### config.mk
export PLATFORM = sky130hd
export DESIGN_NAME = x_host_seq
export DESIGN_NICKNAME = d
export VERILOG_FILES = /design/src/rtl/x_host_pkg.sv /design/src/rtl/x_host_seq.sv
export SDC_FILE = /design/constraint.sdc
export NUM_CORES = 1
export LEC_CHECK = 0
export CAP_MARGIN = 20
export CORE_UTILIZATION = 30
export DETAILED_ROUTE_END_ITERATION = 12
export GPL_TIMING_DRIVEN = 1
export PLACE_DENSITY = 0.52
export SKIP_CTS_REPAIR_TIMING = 1
export SYNTH_ARGS = -nofsm -noshare
export SYNTH_HDL_FRONTEND = slang
export SYNTH_SLANG_ARGS = --single-unit
### constraint.sdc
create_clock -name i_clk -period 2.7 [get_ports i_clk]
set_input_delay 0.54 -clock i_clk [delete_from_list [all_inputs] [get_ports i_clk]]
set_output_delay 0.54 -clock i_clk [all_outputs]
set_load 0.01 [all_outputs]
### src/rtl/x_host_pkg.sv
// Shared types and command encodings for the delay-line byte protocol host sequencer.
package x_host_pkg;

    // Requester operation codes
    typedef enum logic [1:0] {
        OP_WRITE    = 2'd0,
        OP_CAPTURE  = 2'd1,
        OP_READ     = 2'd2,
        OP_CAP_READ = 2'd3
    } op_e;

    // Sequencer FSM states
    typedef enum logic [2:0] {
        StIdle,
        StTxLoad,
        StTxStart,
        StTxUnload,
        StRxWait,
        StRsp
    } state_e;

    // Command byte encodings understood by the delay-line driver
    localparam logic [3:0] CMD_LOAD   = 4'h0;
    localparam logic [7:0] CMD_UNLOAD = 8'h01;
    localparam logic [7:0] CMD_START  = 8'h02;

    // LOAD byte carrying nibble idx of word, counted from the MSB end (idx 0 = word[31:28])
    function automatic logic [7:0] load_byte(input logic [31:0] word, input logic [2:0] idx);
        logic [31:0] shifted;
        shifted = word << {idx, 2'b00};
        return {shifted[31:28], CMD_LOAD};
    endfunction

endpackage

### src/rtl/x_host_seq.sv
// Command initiator for the delay-line byte protocol: turns word requests into the
// command-byte stream for the driver and assembles returned bytes into 32-bit responses.
// Optional feature: define X_HOST_TIMEOUT_EN to build the RX watchdog (TIMEOUT_W bits)
// that aborts a stalled read with o_rsp_err.
module x_host_seq
    import x_host_pkg::*;
#(
    parameter int unsigned TIMEOUT_W = 16
) (
    input  logic        i_clk,
    input  logic        i_rst,
    input  logic        i_req_valid,
    output logic        o_req_ready,
    input  logic [1:0]  i_req_op,
    input  logic [31:0] i_req_wdata,
    output logic        o_tx_valid,
    input  logic        i_tx_ready,
    output logic [7:0]  o_tx_data,
    input  logic        i_rx_valid,
    input  logic [7:0]  i_rx_data,
    output logic        o_rx_accept,
    output logic        o_rsp_valid,
    output logic [31:0] o_rsp_data,
    output logic        o_rsp_err,
    output logic        o_busy
);

    state_e      state_q;
    op_e         op_q;
    logic [31:0] wdata_q;
    logic [2:0]  nib_q;
    logic [1:0]  byte_q;
    logic [31:0] shift_q;
    logic        req_ready_q;
    logic        tx_valid_q;
    logic [7:0]  tx_data_q;
    logic        rsp_valid_q;

`ifdef X_HOST_TIMEOUT_EN
    logic [TIMEOUT_W-1:0] wd_q;
    logic                 rsp_err_q;
`else
    // Keeps the parameter referenced when the watchdog is not built
    logic unused_timeout_w;
    assign unused_timeout_w = ^TIMEOUT_W;
`endif

    // Sequencer FSM with registered request/tx/response outputs
    always_ff @(posedge i_clk or posedge i_rst) begin
        if (i_rst) begin
            state_q     <= StIdle;
            op_q        <= OP_WRITE;
            wdata_q     <= '0;
            nib_q       <= '0;
            byte_q      <= '0;
            shift_q     <= '0;
            req_ready_q <= 1'b0;
            tx_valid_q  <= 1'b0;
            tx_data_q   <= '0;
            rsp_valid_q <= 1'b0;
`ifdef X_HOST_TIMEOUT_EN
            wd_q        <= '0;
            rsp_err_q   <= 1'b0;
`endif
        end else begin
            unique case (state_q)
                StIdle: begin
                    // ready is registered so it reads 0 straight out of reset
                    req_ready_q <= 1'b1;
                    if (i_req_valid && req_ready_q) begin
                        req_ready_q <= 1'b0;
                        op_q        <= op_e'(i_req_op);
                        wdata_q     <= i_req_wdata;
                        nib_q       <= '0;
                        byte_q      <= '0;
                        shift_q     <= '0;
                        tx_valid_q  <= 1'b1;
                        case (op_e'(i_req_op))
                            OP_WRITE: begin
                                state_q   <= StTxLoad;
                                tx_data_q <= load_byte(i_req_wdata, 3'd0);
                            end
                            OP_READ: begin
                                state_q   <= StTxUnload;
                                tx_data_q <= CMD_UNLOAD;
                            end
                            default: begin
                                state_q   <= StTxStart;
                                tx_data_q <= CMD_START;
                            end
                        endcase
                    end
                end

                StTxLoad: begin
                    if (tx_valid_q && i_tx_ready) begin
                        if (nib_q == 3'd7) begin
                            tx_valid_q  <= 1'b0;
                            tx_data_q   <= '0;
                            rsp_valid_q <= 1'b1;
                            state_q     <= StRsp;
                        end else begin
                            nib_q     <= nib_q + 3'd1;
                            tx_data_q <= load_byte(wdata_q, nib_q + 3'd1);
                        end
                    end
                end

                StTxStart: begin
                    if (tx_valid_q && i_tx_ready) begin
                        if (op_q == OP_CAP_READ) begin
                            tx_data_q <= CMD_UNLOAD;
                            state_q   <= StTxUnload;
                        end else begin
                            tx_valid_q  <= 1'b0;
                            tx_data_q   <= '0;
                            rsp_valid_q <= 1'b1;
                            state_q     <= StRsp;
                        end
                    end
                end

                StTxUnload: begin
                    if (tx_valid_q && i_tx_ready) begin
                        tx_valid_q <= 1'b0;
                        tx_data_q  <= '0;
                        state_q    <= StRxWait;
`ifdef X_HOST_TIMEOUT_EN
                        wd_q       <= '0;
`endif
                    end
                end

                StRxWait: begin
                    // MSB byte arrives first, so shift left one byte per pop
                    if (i_rx_valid) begin
                        shift_q <= {shift_q[23:0], i_rx_data};
                        byte_q  <= byte_q + 2'd1;
                        if (byte_q == 2'd3) begin
                            rsp_valid_q <= 1'b1;
                            state_q     <= StRsp;
                        end else begin
                            tx_valid_q <= 1'b1;
                            tx_data_q  <= CMD_UNLOAD;
                            state_q    <= StTxUnload;
                        end
                    end
`ifdef X_HOST_TIMEOUT_EN
                    else if (wd_q == {TIMEOUT_W{1'b1}}) begin
                        // abort with whatever bytes were collected
                        rsp_valid_q <= 1'b1;
                        rsp_err_q   <= 1'b1;
                        state_q     <= StRsp;
                    end else begin
                        wd_q <= wd_q + {{(TIMEOUT_W-1){1'b0}}, 1'b1};
                    end
`endif
                end

                StRsp: begin
                    rsp_valid_q <= 1'b0;
                    req_ready_q <= 1'b1;
                    shift_q     <= '0;
                    state_q     <= StIdle;
`ifdef X_HOST_TIMEOUT_EN
                    rsp_err_q   <= 1'b0;
`endif
                end

                default: begin
                    tx_valid_q  <= 1'b0;
                    rsp_valid_q <= 1'b0;
                    state_q     <= StIdle;
                end
            endcase
        end
    end

    // Output drive; the rx pop is combinational so the byte is taken in the cycle it shows
    always_comb begin
        o_req_ready = req_ready_q;
        o_tx_valid  = tx_valid_q;
        o_tx_data   = tx_data_q;
        o_rx_accept = (state_q == StRxWait) && i_rx_valid;
        o_rsp_valid = rsp_valid_q;
        // shift_q is cleared on accept, so WRITE/CAPTURE report zero
        o_rsp_data  = rsp_valid_q ? shift_q : 32'h0;
        o_busy      = (state_q != StIdle);
`ifdef X_HOST_TIMEOUT_EN
        o_rsp_err   = rsp_err_q;
`else
        o_rsp_err   = 1'b0;
`endif
    end

    // A stalled command byte must stay put until the driver takes it
    a_tx_stable: assert property (@(posedge i_clk) disable iff (i_rst)
        (o_tx_valid && !i_tx_ready) |=> (o_tx_valid && $stable(o_tx_data)));

    // Only one UNLOAD outstanding: never pop while a command byte is pending
    a_rx_order: assert property (@(posedge i_clk) disable iff (i_rst)
        o_rx_accept |-> !o_tx_valid);

endmodule

==> metrics.yaml, run 1 <==
outcome: "finished, final reports clean"
dieHeight_um: 117
clockBufferDepth: 2
worst_path_max_delay_cell: "sky130_fd_sc_hd__clkdlybuf4s50_1"
numPortBuffers: 89
utilization: 0.424
timing.reg2reg.worst_path_depth: 5
gp_routability_congestion: 0.853
power.static_leakage_nw: 2.33
cts_num_sinks: 83
edff_count_synth: 0
synth_area_um2: 3960
postSynthRegisterBits: 83
wl_per_cell_um: 15.7
insertedDiodeCount: 0
worstSkewPairLatency_ns: 0.34
hold_viol: 0
ir_drop_mv: 0.425
tritoncts: "done"
first_global_vias: 2977
drt_drc_violations_left: 0
grt_util_all_layers: 0.150
cell_count_after_synthesis: 344
antenna_violating_nets_post_route: 0
pwr-share-seq: 0.335
ios: 93
antenna_found_initial: 0
clk_pin_slew_ns: 0.07
die_x_um: 117
pre_cts_ws_ns: 0.218
tritoncts.num_buffers: 9
detailedRoute.firstIterationViolations: 167
crit_path_cell_chain: "clkdlybuf4s50_1 > nand2_1 > inv_1 > clkdlybuf4s50_1"
vias_per_cell: 4.91
asyncSetResetFlopFracSynth: 1.00
crit_path_max_incr_delay_ns: 0.57
synth-main-ff-cell: "sky130_fd_sc_hd__dfrtp_1"
coreArea_um2: 12800
total_negative_setup_slack_ns: 0
worst_r2r_endpoint: "o_tx_data[0]"
max_freq_mhz: 405
synth.distinct_cells: 46
drtPass1Iterations: 4
regToRegStartpoint: "state_q[1]"
switchingPower_mw: 2.06
placement_rows: 41
required_ns: 2.16
cts.root.buffer_cell: "sky130_fd_sc_hd__clkbuf_16"
whs_ns: 0.492
most_used_cell_along_the_critical_path: "sky130_fd_sc_hd__clkdlybuf4s50_1"
pwr-share-clk: 0.235
count_of_cells_along_the_worst_hold_path: 1
combPwrFrac: 0.430
yosysWarningCount: 0
final.period_utilization: 0.915
final_layout_size_suffix_gt1_frac: 0.164
global_route_wire_length_before_repair_mm: 15.4
report.final.slew_viol_count: 0
max_cap_viol_count: 0
power_report.internal_total_mw: 3.76
dieArea_um2: 13700
wirelength_mm: 9.57
unrepaired_setup_endpoints_after_global_routing: "false"
holdCritStartpoint: "wdata_q[12]"
start_util: 0.310
worst_hold_path.endpoint: "wdata_q[12]"
cellPowerDensity_nw_per_um2: 1070
detailedPlacementHpwl_mm: 6.92
layout-area-overhead-vs-synth_pct: 36.8
layout_setup_ws_ns: 0.229
globalRoute.totalOverflow: 0
layout.nets: 484
final.min_clock_period_ns: 2.47
critPathMaxFanout: 4
endpoint_kind: "output port"
timing.critical_path.arrival_ns: 1.93
cts_htree_levels: 3
setup.worst_path.class: "in2out"
grt_max_degree: 60
worst-r2r-setup-slack_ns: 0.68
routed-via-count: 2999
worstHoldPathType: "reg2reg"
kind_of_start_point_of_the_critical_path: "input pin"
post_synth.cell_area_avg_um2: 11.5
yosysSeqAreaShare: 0.524
swShare: 0.354
fin_skew_ns: 0.00779
finalSetupViolCount: 0
-- state kept, by name, indices dropped and copies added, names as in the netlist --
name,cells
shift_q,32
wdata_q,32
o_tx_data,6
nib_q,3
state_q,3
byte_q,2
op_q,2
o_req_ready,1
o_rsp_valid,1
o_tx_valid,1
-- layout make-up --
type	count	area [um2]
clock buffers	9	225
clock inverters	7	105
fillers	1231	7350
inverters	8	31.3
multi-input cells	229	1730
flip-flops and latches	83	2080
well taps	172	215
repair buffers	103	1030
-- cell families after synthesis --
kind of cell / after synthesis / share of synthesized area
AO/OA/AOI/OAI: 76 / 0.147
XOR/XNOR: 1 / 0.00221
adder cells (fa/ha/maj): 3 / 0.00947
buffers and inverters: 34 / 0.0420
flip-flops: 83 / 0.524
multiplexers: 54 / 0.148
other: 1 / 0.000946
AND/OR/NAND/NOR: 92 / 0.126
-- critical path, delay by kind of cell --
family	cells	cell delay, ns
AND/OR/NAND/NOR	1	0.14
buffers and inverters	3	1.25
-- power by group through the flow --
stage | Combinational [mW] | Clock, mW | Sequential [mW]
3_3_place_gp | 2.49 | 0 | 1.96
3_5_place_dp | 2.52 | 0 | 1.98
4_1_cts | 2.53 | 1.39 | 1.95
6_report | 2.50 | 1.37 | 1.95
5_1_grt | 2.76 | 1.45 | 2.01
2_1_floorplan | 1.71 | 0 | 1.93
-- metal layers --
metal,part of all wire,GRT usage,vias up
li1,-,-,1421
met1,0.47,0.204,1487
met2,0.47,0.234,81
met3,0.051,0.0412,10
met4,0.012,0.0439,0
met5,0,0,-
-- placed cells by master (no fill, tap or decap), types with 2 or more instances in the layout --
cell type,count
sky130_fd_sc_hd__a21boi_0,2
sky130_fd_sc_hd__a21boi_1,2
sky130_fd_sc_hd__a21oi_1,8
sky130_fd_sc_hd__a22o_1,32
sky130_fd_sc_hd__a31oi_1,9
sky130_fd_sc_hd__and2_1,33
sky130_fd_sc_hd__buf_12,3
sky130_fd_sc_hd__buf_4,11
sky130_fd_sc_hd__bufinv_16,2
sky130_fd_sc_hd__clkbuf_16,9
sky130_fd_sc_hd__clkdlybuf4s50_1,89
sky130_fd_sc_hd__conb_1,3
sky130_fd_sc_hd__dfrtp_1,83
sky130_fd_sc_hd__ha_1,3
sky130_fd_sc_hd__inv_1,6
sky130_fd_sc_hd__inv_6,3
sky130_fd_sc_hd__mux2_2,33
sky130_fd_sc_hd__mux2i_1,19
sky130_fd_sc_hd__nand2_1,24
sky130_fd_sc_hd__nand3_1,8
sky130_fd_sc_hd__nand4_1,5
sky130_fd_sc_hd__nor2_1,8
sky130_fd_sc_hd__nor2b_1,4
sky130_fd_sc_hd__o211ai_1,4
sky130_fd_sc_hd__o21ai_0,7
sky130_fd_sc_hd__o31ai_1,2
sky130_fd_sc_hd__or4b_1,2
-- worst max-delay path by stage --
stage                     startpoint          end  slack [ns]
final                     i_rx_valid  o_rx_accept        0.23
after global routing      state_q[1]  o_rx_accept        0.17
after CTS                 state_q[1]  o_rx_accept        0.07
after detailed placement  i_rx_valid  o_rx_accept        0.22
after global placement    i_rx_valid  o_rx_accept        0.21
after floorplan                i_rst    byte_q[0]        0.02
-- synthesized netlist by cell type (all sizes together), types with 5 or more instances --
library cell	n	share of area
nand2	24	0.023
dfrtp	83	0.52
and2	33	0.052
a22o	32	0.071
inv	8	0.0076
nand3	8	0.010
clkbuf	12	0.011
o21ai	7	0.0088
a31oi	9	0.014
mux2	35	0.10
nor2	9	0.0092
a21oi	8	0.010
mux2i	19	0.048
nand4	5	0.0079
buf	14	0.023
-- through the flow --
step | std cells | cell area (um2) | total power, mW
2_1_floorplan | 346 | 3970 | 3.64
3_3_place_gp | 595 | 5080 | 4.45
3_5_place_dp | 595 | 5080 | 4.49
4_1_cts | 611 | 5410 | 5.87
5_1_grt | 611 | 5420 | 6.21
6_report | 611 | 5420 | 5.82
Power figures use the tool's default switching activity.
==> run 2: changes to the inputs <==
--- a/config.mk
+++ b/config.mk
@@ -6,11 +6,13 @@
 export NUM_CORES = 1
 export LEC_CHECK = 0
 export CAP_MARGIN = 20
+export CORE_ASPECT_RATIO = 0.6
 export CORE_UTILIZATION = 30
 export DETAILED_ROUTE_END_ITERATION = 12
 export GPL_TIMING_DRIVEN = 1
 export PLACE_DENSITY = 0.52
 export SKIP_CTS_REPAIR_TIMING = 1
+export SLEW_MARGIN = 40
 export SYNTH_ARGS = -nofsm -noshare
 export SYNTH_HDL_FRONTEND = slang
 export SYNTH_SLANG_ARGS = --single-unit
==> metrics.yaml, run 2 (synthesis gave the netlist of run 1 again) <==
unrepaired_setup_endpoints_after_global_routing: "false"
detailedPlacementHpwl_mm: 7.42  # +7.2%
layout.nets: 484  # unchanged
coreArea_um2: 12900  # +0.62%
number_of_non_filler_instances_in_the_completed_layout: 610  # -0.16%
wirelength_mm: 10.0  # +4.8%
pwr-share-clk: 0.201  # -0.034
clk_pin_slew_ns: 0.06  # about the same
worst-r2r-setup-slack_ns: 0.54  # -0.14 ns
pwr-share-seq: 0.356  # +0.021
max_freq_mhz: 395  # -2.4%
leading_cell_type_in_the_layout_fill_and_taps_excluded: "sky130_fd_sc_hd__clkdlybuf4s50_1"
finalSetupViolCount: 0  # unchanged
switchingPower_mw: 2.07  # +0.27%
grt_most_used_layer: "met1"
grt_max_degree: 52  # -13%
dieArea_um2: 13700  # +0.11%
swShare: 0.371  # +0.0166
worstHoldPathType: "in2async"
ios: 93  # unchanged
die_x_um: 150  # +29%
worstSkewPairLatency_ns: 0.33  # about the same
power.static_leakage_nw: 2.30  # -1.5%
power_mw: 5.57  # -4.2%
placement_rows: 32  # -22%
most-common-layout-cells: "89 x sky130_fd_sc_hd__clkdlybuf4s50_1, 83 x sky130_fd_sc_hd__dfrtp_1, 33 x sky130_fd_sc_hd__mux2_2, 33 x sky130_fd_sc_hd__and2_1, 32 x sky130_fd_sc_hd__a22o_1"
clockBufferDepth: 2  # unchanged
global_route.usage.met2: 0.212  # -0.0223
worst_r2r_endpoint: "o_tx_data[0]"
wl_per_cell_um: 16.4  # +5.0%
regToRegStartpoint: "state_q[1]"
gp_routability_congestion: 0.870  # +2.0%
dieHeight_um: 91.0  # -22%
outcome: "finished, final reports clean"
numPortBuffers: 89  # unchanged
globalRoute.totalOverflow: 0  # unchanged
tritoncts: "done"
antenna_found_initial: 0  # unchanged
ir_drop_mv: 0.361  # -15%
global_route.usage.met1: 0.244  # +0.0399
antenna_violating_nets_post_route: 0  # unchanged
placed_area_um2: 5070  # -0.30%
combPwrFrac: 0.443  # +0.013
vias_per_cell: 4.92  # +0.23%
drtPass1Iterations: 4  # unchanged
setup.worst_path.class: "reg2out"
groute.layer.met3.usage: 0.0367  # -0.00451
cts_htree_levels: 3  # unchanged
drt_drc_violations_left: 0  # unchanged
worst_path_max_delay_cell: "sky130_fd_sc_hd__clkdlybuf4s50_1"
worst-path-stages: 3  # -1
cp_num_buf_inv: 2  # -1
kind_of_start_point_of_the_critical_path: "register"
crit_path_end: "o_busy"
routed-via-count: 3001  # +0.067%
required_ns: 2.16  # about the same
timing.critical_path.arrival_ns: 1.99  # +0.06 ns
first_global_vias: 2953  # -0.81%
dpl.cell_count: 593  # -0.34%
crit_path_max_incr_delay_ns: 0.54  # -0.03 ns
start_util: 0.308  # -0.00190
cts_num_sinks: 83  # unchanged
fill_cells: 1218  # -1.1%
path_delay_family: "buffers and inverters"
layout-area-overhead-vs-synth_pct: 35.0
global_route_wire_length_before_repair_mm: 16.3  # +6.1%
worst_setup_path_startpoint: "state_q[2]"
total_negative_setup_slack_ns: 0  # unchanged
cellPowerDensity_nw_per_um2: 1040  # -2.9%
final.period_utilization: 0.938  # +0.0229
final.min_clock_period_ns: 2.53  # +0.0619 ns
max_cap_viol_count: 0  # unchanged
tightestPinTransition_ns: 0.509
endpoint_kind: "output port"
power_report.internal_total_mw: 3.51  # -6.7%
grt_util_all_layers: 0.157  # +0.00664
final_layout_size_suffix_gt1_frac: 0.162  # -0.00228
report.final.slew_viol_count: 0  # unchanged
finish.instance_area_um2: 5350  # -1.3%
tritoncts.num_buffers: 9  # unchanged
detailedRoute.firstIterationViolations: 155  # -7.2%
timing.reg2reg.worst_path_depth: 5  # unchanged
cts.root.buffer_cell: "sky130_fd_sc_hd__clkbuf_16"
critPathMaxFanout: 11  # +7
timing.max_slew.rel_slack: 0.657
fin_skew_ns: 0.00745  # -0.000341 ns
crit_path_cell_chain: "nor3_1 > inv_2 > clkdlybuf4s50_1"
hold_viol: 0  # unchanged
## run 2: changes by cell type in the layout (fill, tap and decap cells not counted), moves of 2 or more
cell	before	now
sky130_fd_sc_hd__inv_6	3	0
sky130_fd_sc_hd__bufinv_16	2	0
sky130_fd_sc_hd__clkinv_4	0	2
sky130_fd_sc_hd__clkinv_2	1	3
## run 2: how the worst min path moves through the flow
stage	from	slack [ns]	end
4_1_cts	i_rst	0.42	wdata_q[18]
5_1_grt	i_rst	0.43	wdata_q[18]
6_report	i_rst	0.43	wdata_q[18]
2_1_floorplan	wdata_q[12]	0.46	wdata_q[12]
3_3_place_gp	wdata_q[12]	0.48	wdata_q[12]
3_5_place_dp	wdata_q[12]	0.48	wdata_q[12]
## run 2: cell type report
cell class,count,area (um2),share of cell area
sequential,83,2080,0.388
multi-input combinational,229,1730,0.324
timing repair buffer,103,1020,0.191
clock buffer,10,229,0.0428
tap,170,213,0.0398
clock inverter,6,42.5,0.00796
inverter,8,31.3,0.00585
antenna,1,2.50,0.000468
## run 2: power by group through the flow
stage                     clock (mW)  sequential [mW]  combinational [mW]
after floorplan                    0             1.93                1.71
after global placement             0             1.99                2.44
after detailed placement           0             2.00                2.47
after CTS                       1.16             1.98                2.48
after global routing            1.21             2.04                2.71
final                           1.12             1.98                2.47
## run 2: metrics by stage
stage,hold WS [ns],setup slack (ns),utilization
after floorplan,0.457,0.0232,-
after global placement,0.477,0.228,0.394
after detailed placement,0.480,0.244,0.394
after CTS,0.419,0.0688,0.415
after global routing,0.428,0.0435,0.416
final,0.427,0.167,0.416
## run 2: metal layers
metal  wire length [um]  up-vias
met5                  0        -
met4                 65        0
met3                491        6
met2               4070       81
met1               5400     1493
li1                   -     1421
## run 2: worst register-to-register path, cell delays in order, from the launching register on
cell and delay [ns]:
sky130_fd_sc_hd__dfrtp_1 0.49, sky130_fd_sc_hd__buf_4 0.22, sky130_fd_sc_hd__or4b_1 0.54, sky130_fd_sc_hd__a21boi_1 0.17
sky130_fd_sc_hd__and3_1 0.30, sky130_fd_sc_hd__mux2_4 0.34
==> run 3: changes to the inputs <==
--- a/config.mk
+++ b/config.mk
@@ -7,10 +7,10 @@
 export LEC_CHECK = 0
 export CAP_MARGIN = 20
 export CORE_ASPECT_RATIO = 0.6
-export CORE_UTILIZATION = 30
+export CORE_UTILIZATION = 45
 export DETAILED_ROUTE_END_ITERATION = 12
 export GPL_TIMING_DRIVEN = 1
-export PLACE_DENSITY = 0.52
+export PLACE_DENSITY = 0.73
 export SKIP_CTS_REPAIR_TIMING = 1
 export SLEW_MARGIN = 40
 export SYNTH_ARGS = -nofsm -noshare
==> metrics.yaml, run 3 (synthesis gave the netlist of run 1 again) <==
global_route_wire_length_before_repair_mm: 15.2  # -7.1%
routed-via-count: 3046  # +1.5%
worst-r2r-setup-slack_ns: 0.46  # -0.08 ns
drtPass1Iterations: 4  # unchanged
clk_pin_slew_ns: 0.06  # about the same
finish.instance_area_um2: 5320  # -0.47%
insertedDiodeCount: 0  # -1
power.static_leakage_nw: 2.32  # +1.3%
wl_met2_mm: 4.08  # +0.12%
unrepaired_setup_endpoints_after_global_routing: "false"
vias_per_cell: 5.54  # +13%
timing.max_slew.rel_slack: 0.512  # -0.146
kind_of_start_point_of_the_critical_path: "register"
cts_htree_levels: 3  # unchanged
grt_util_all_layers: 0.224  # +0.0671
timing.critical_path.arrival_ns: 2.00  # about the same
hold_viol: 0  # unchanged
timing.reg2reg.worst_path_depth: 4  # -1
worst_path_max_delay_cell: "sky130_fd_sc_hd__clkdlybuf4s50_1"
critPathMaxFanout: 12  # +1
report.final.slew_viol_count: 0  # unchanged
crit_path_cell_chain: "nor3b_2 > nand2_1 > inv_1 > clkdlybuf4s50_1"
globalRoute.totalOverflow: 0  # unchanged
worstHoldPathType: "in2async"
detailedPlacementHpwl_mm: 6.81  # -8.2%
layout.nets: 483  # -0.21%
setup.worst_path.class: "reg2out"
start_util: 0.465  # +0.157
outcome: "finished, final reports clean"
total_negative_setup_slack_ns: 0  # unchanged
cts_num_sinks: 83  # unchanged
wl_met1_mm: 4.68  # -13%
die_x_um: 123  # -18%
clockBufferDepth: 2  # unchanged
combPwrFrac: 0.417  # -0.026
dr.max_layer_used: "met4"
ios: 93  # unchanged
grt_max_degree: 36  # -31%
placement_rows: 26  # -19%
max_freq_mhz: 394  # -0.15%
coreArea_um2: 8520  # -34%
swShare: 0.351  # -0.0199
tightestPinTransition_ns: 0.726  # +0.218 ns
gp_routability_congestion: 0.951  # +9.3%
cp_num_buf_inv: 2  # unchanged
cts.root.buffer_cell: "sky130_fd_sc_hd__clkbuf_16"
dieHeight_um: 74.7  # -18%
met3_routed_wl_um: 590  # +20%
endpoint_kind: "output port"
wl_per_cell_um: 17.2  # +4.4%
detailedRoute.firstIterationViolations: 229  # +48%
layout-area-overhead-vs-synth_pct: 34.3
numPortBuffers: 89  # unchanged
worstSkewPairLatency_ns: 0.34  # about the same
fin_skew_ns: 0.00567  # -0.00178 ns
power_report.internal_total_mw: 3.77  # +7.5%
most-common-layout-cells: "89 x sky130_fd_sc_hd__clkdlybuf4s50_1, 83 x sky130_fd_sc_hd__dfrtp_1, 33 x sky130_fd_sc_hd__mux2_2, 33 x sky130_fd_sc_hd__and2_1, 32 x sky130_fd_sc_hd__a22o_1"
leading_cell_type_in_the_layout_fill_and_taps_excluded: "sky130_fd_sc_hd__clkdlybuf4s50_1"
required_ns: 2.16  # about the same
final_layout_size_suffix_gt1_frac: 0.162  # +0.000369
switchingPower_mw: 2.04  # -1.4%
finalSetupViolCount: 0  # unchanged
final.min_clock_period_ns: 2.54  # +0.00382 ns
final.period_utilization: 0.939  # +0.00141
max_cap_viol_count: 0  # unchanged
worst_r2r_endpoint: "o_tx_data[0]"
pwr-share-seq: 0.343  # -0.013
ir_drop_mv: 0.604  # +67%
first_global_vias: 2868  # -2.9%
tritoncts: "done"
placed_area_um2: 4980  # -1.8%
regToRegStartpoint: "state_q[1]"
antenna_violating_nets_post_route: 0  # unchanged
crit_path_max_incr_delay_ns: 0.55  # about the same
drt_drc_violations_left: 0  # unchanged
path_delay_family: "buffers and inverters"
wirelength_mm: 9.45  # -5.8%
antenna_found_initial: 0  # unchanged
tritoncts.num_buffers: 9  # unchanged
pwr-share-clk: 0.240  # +0.039
cellPowerDensity_nw_per_um2: 1090  # +4.7%
dieArea_um2: 9200  # -33%
## run 3: cell type report
| cell class | instances | area [um2] |
|---|---|---|
| inverter | 8 | 31.3 |
| clock inverter | 7 | 116 |
| fill | 715 | 3200 |
| sequential | 83 | 2080 |
| timing repair buffer | 102 | 1000 |
| multi-input combinational | 229 | 1730 |
| clock buffer | 9 | 225 |
| tap | 112 | 140 |
## run 3: metrics by stage
step                      setup WS (ns)  std cells   util  total power, mW  hold WS (ns)
final                             0.163        550  0.624             5.81         0.496
after global placement            0.251        534  0.584             4.33         0.472
after CTS                        0.0392        550  0.624             5.81         0.502
after floorplan                  0.0232        346      -             3.64         0.457
after global routing             0.0331        550  0.624             6.17         0.517
after detailed placement          0.250        534  0.584             4.39         0.489
## run 3: worst max path at each step
| stage | start | cells past startpoint | end |
|---|---|---|---|
| finish | state_q[0] | 4 | o_rx_accept |
| global route | state_q[0] | 4 | o_rx_accept |
| floorplan | i_rst | 1 | byte_q[0] |
| global placement | i_rx_valid | 4 | o_rx_accept |
| CTS | state_q[0] | 4 | o_rx_accept |
| detailed placement | i_rx_valid | 4 | o_rx_accept |
## run 3: power groups by stage
stage          sequential [mW]  combinational (mW)  clock [mW]
6_report                  1.99                2.42        1.39
3_5_place_dp              2.00                2.39           0
3_3_place_gp              1.98                2.35           0
5_1_grt                   2.05                2.65        1.47
4_1_cts                   1.98                2.41        1.41
2_1_floorplan             1.93                1.71           0
## run 3: layer usage
| metal | vias to the layer above | GRT usage |
|---|---|---|
| met5 | - | 0 |
| met4 | 0 | 0.0683 |
| met3 | 10 | 0.0644 |
| met2 | 97 | 0.302 |
| met1 | 1521 | 0.343 |
| li1 | 1418 | - |
==> patch, RTL diff (flow settings as in run 2) <==
The 6 states of `state_e` get a one-hot encoding in 6 bits.
--- a/src/rtl/x_host_pkg.sv
+++ b/src/rtl/x_host_pkg.sv
@@ -10,13 +10,13 @@
     } op_e;
 
     // Sequencer FSM states
-    typedef enum logic [2:0] {
-        StIdle,
-        StTxLoad,
-        StTxStart,
-        StTxUnload,
-        StRxWait,
-        StRsp
+    typedef enum logic [5:0] {
+        StIdle     = 6'b000001,
+        StTxLoad   = 6'b000010,
+        StTxStart  = 6'b000100,
+        StTxUnload = 6'b001000,
+        StRxWait   = 6'b010000,
+        StRsp      = 6'b100000
     } state_e;
 
     // Command byte encodings understood by the delay-line driver
Function: same outputs for any inputs over 10 cycles, from zero or initial values and one cycle with i_rst high; not proved beyond that.
==> patch against run 2 <==
Area after synthesis is 5.7% higher. Largest power group unchanged. Highest routed layer unchanged. Fmax is 5.3% higher. Power down 4.6%. Sequential cell count is 3 higher. Die area grew 5.6%. Critical endpoint is now o_tx_data[6]$_DFFE_PP0P_. Worst setup slack better by 130 ps. Wire length down 0.22%. Final area rose by 4.0%.
==> patch: results (changes against run 2) <==
clock_tree.root_cell: "sky130_fd_sc_hd__clkbuf_16"
placer_congestion: 0.930  # +6.9%
synthCells: 331  # -3.8%
hp-start: "shift_q[31]$_DFFE_PP0P_"
postSynth.topFlopCell: "sky130_fd_sc_hd__dfrtp_1"
routed_length_on_met1_um: 5250  # -2.8%
pre_cts_slack_ps: 193  # -50.2 ps
asyncSetResetFlopFracSynth_pct: 100  # unchanged
placement.cell_area_um2: 5260  # +3.9%
netlist-cell-type-count: 54  # +17%
number_of_levels_the_h_tree_was_split_into: 3  # unchanged
regToRegEndpoint: "o_tx_data[6]$_DFFE_PP0P_"
post_route_cells_drive_above_1_share_pct: 21.0  # +4.8 points
met2WireLength_um: 4220  # +3.6%
drt_iter0_markers: 167  # +7.7%
diodes: 0  # -1
clk_pin_slew_worst_paths_ps: 70
yosysWarnings: 0  # unchanged
data_arrival_at_the_endpoint_of_the_critical_path_ps: 2630  # +640 ps
min_delay_worst_endpoint: "shift_q[31]$_DFFE_PP0P_"
crit_path_max_incr_delay_ps: 750  # +210 ps
synth_seq_area_share_pct: 51.4  # -1.0 points
run_status: "finished clean"
grtUsageTotal_pct: 15.0  # -0.70 points
critical_path.reg2reg.startpoint: "state_q[5]$_DFFE_PP0P_"
synthTopCellsByCount: "sky130_fd_sc_hd__dfrtp_1, sky130_fd_sc_hd__and2_1, sky130_fd_sc_hd__mux2_2"
io_buffers: 89  # unchanged
worst-setup-path-type: "reg2reg"
timing.hold.worst_path_depth: 2
vias_per_cell: 4.82  # -2.0%
met3WireLength_um: 482  # -1.8%
critPathSlowestCell: "sky130_fd_sc_hd__or4_1"
hold_class: "reg2reg"
family_with_the_most_delay_on_the_worst_path: "simple AND/OR/NAND/NOR gates"
vias_in_the_first_global_route: 2965  # +0.41%
final_nets: 474  # -2.1%
worst_slew_margin_rel_pct: 61.6  # -4.1 points
wire_length_of_the_first_global_routing_pass_um: 16400  # +0.72%
largest_driver_fanout_on_the_critical_path: 8  # -3
power.static_leakage_nw: 2.36  # +3.0%
worst-path-stages: 5  # +2
fin_worst_hold_slack_ps: 477  # +50.2 ps
placed_cells_incl_taps: 587  # -1.0%
detail_route.wirelength_um: 10000  # -0.22%
drt_pass1_iterations: 4  # unchanged
drt-wirelength-per-cell_um: 16.6  # +0.77%
maxClockFrequency_mhz: 416  # +5.3%
worst_ir_drop_vdd_v: 0.000372  # +3.0%
grt_start_max_net_pins: 87  # +67%
timing.clock.skew_ps: 8.90  # +1.45 ps
synthTopCellsByArea: "sky130_fd_sc_hd__dfrtp_1, sky130_fd_sc_hd__mux2_2, sky130_fd_sc_hd__a22o_1"
dp_hpwl_um: 7120  # -4.0%
worstSkewPairLatency_ps: 340
## patch: cell families after synthesis
family / Yosys count / synth area share (%)
AOI/OAI and AO/OA: 62 / 12.7
buffers and inverters: 32 / 4.78
DFF: 86 / 51.4
adders and majority gates: 3 / 0.896
other: 1 / 0.0895
muxes: 53 / 16.2
and+or+nand+nor: 91 / 13.2
xor gates and xnor gates: 3 / 0.627
## patch: cell type report
cell class,instances,area (µm²)
clock buffer,9,225
timing repair buffer,102,1020
inverter,10,41.3
clock inverter,7,55.1
sequential,86,2160
multi-input combinational,215,1840
fill,1301,8070
tap,175,219
## patch: per-layer routing
layer  vias to the layer above  track usage, %
li1                       1387               -
met1                      1438            22.2
met2                        81            21.0
met3                         6            3.61
met4                         0            4.79
met5                         -               0
## patch: where the power goes
part           switching, mW  leakage [nW]  internal, mW
clock                  0.548         0.144         0.639
combinational           1.09          1.12          1.09
sequential             0.274          1.11          1.68
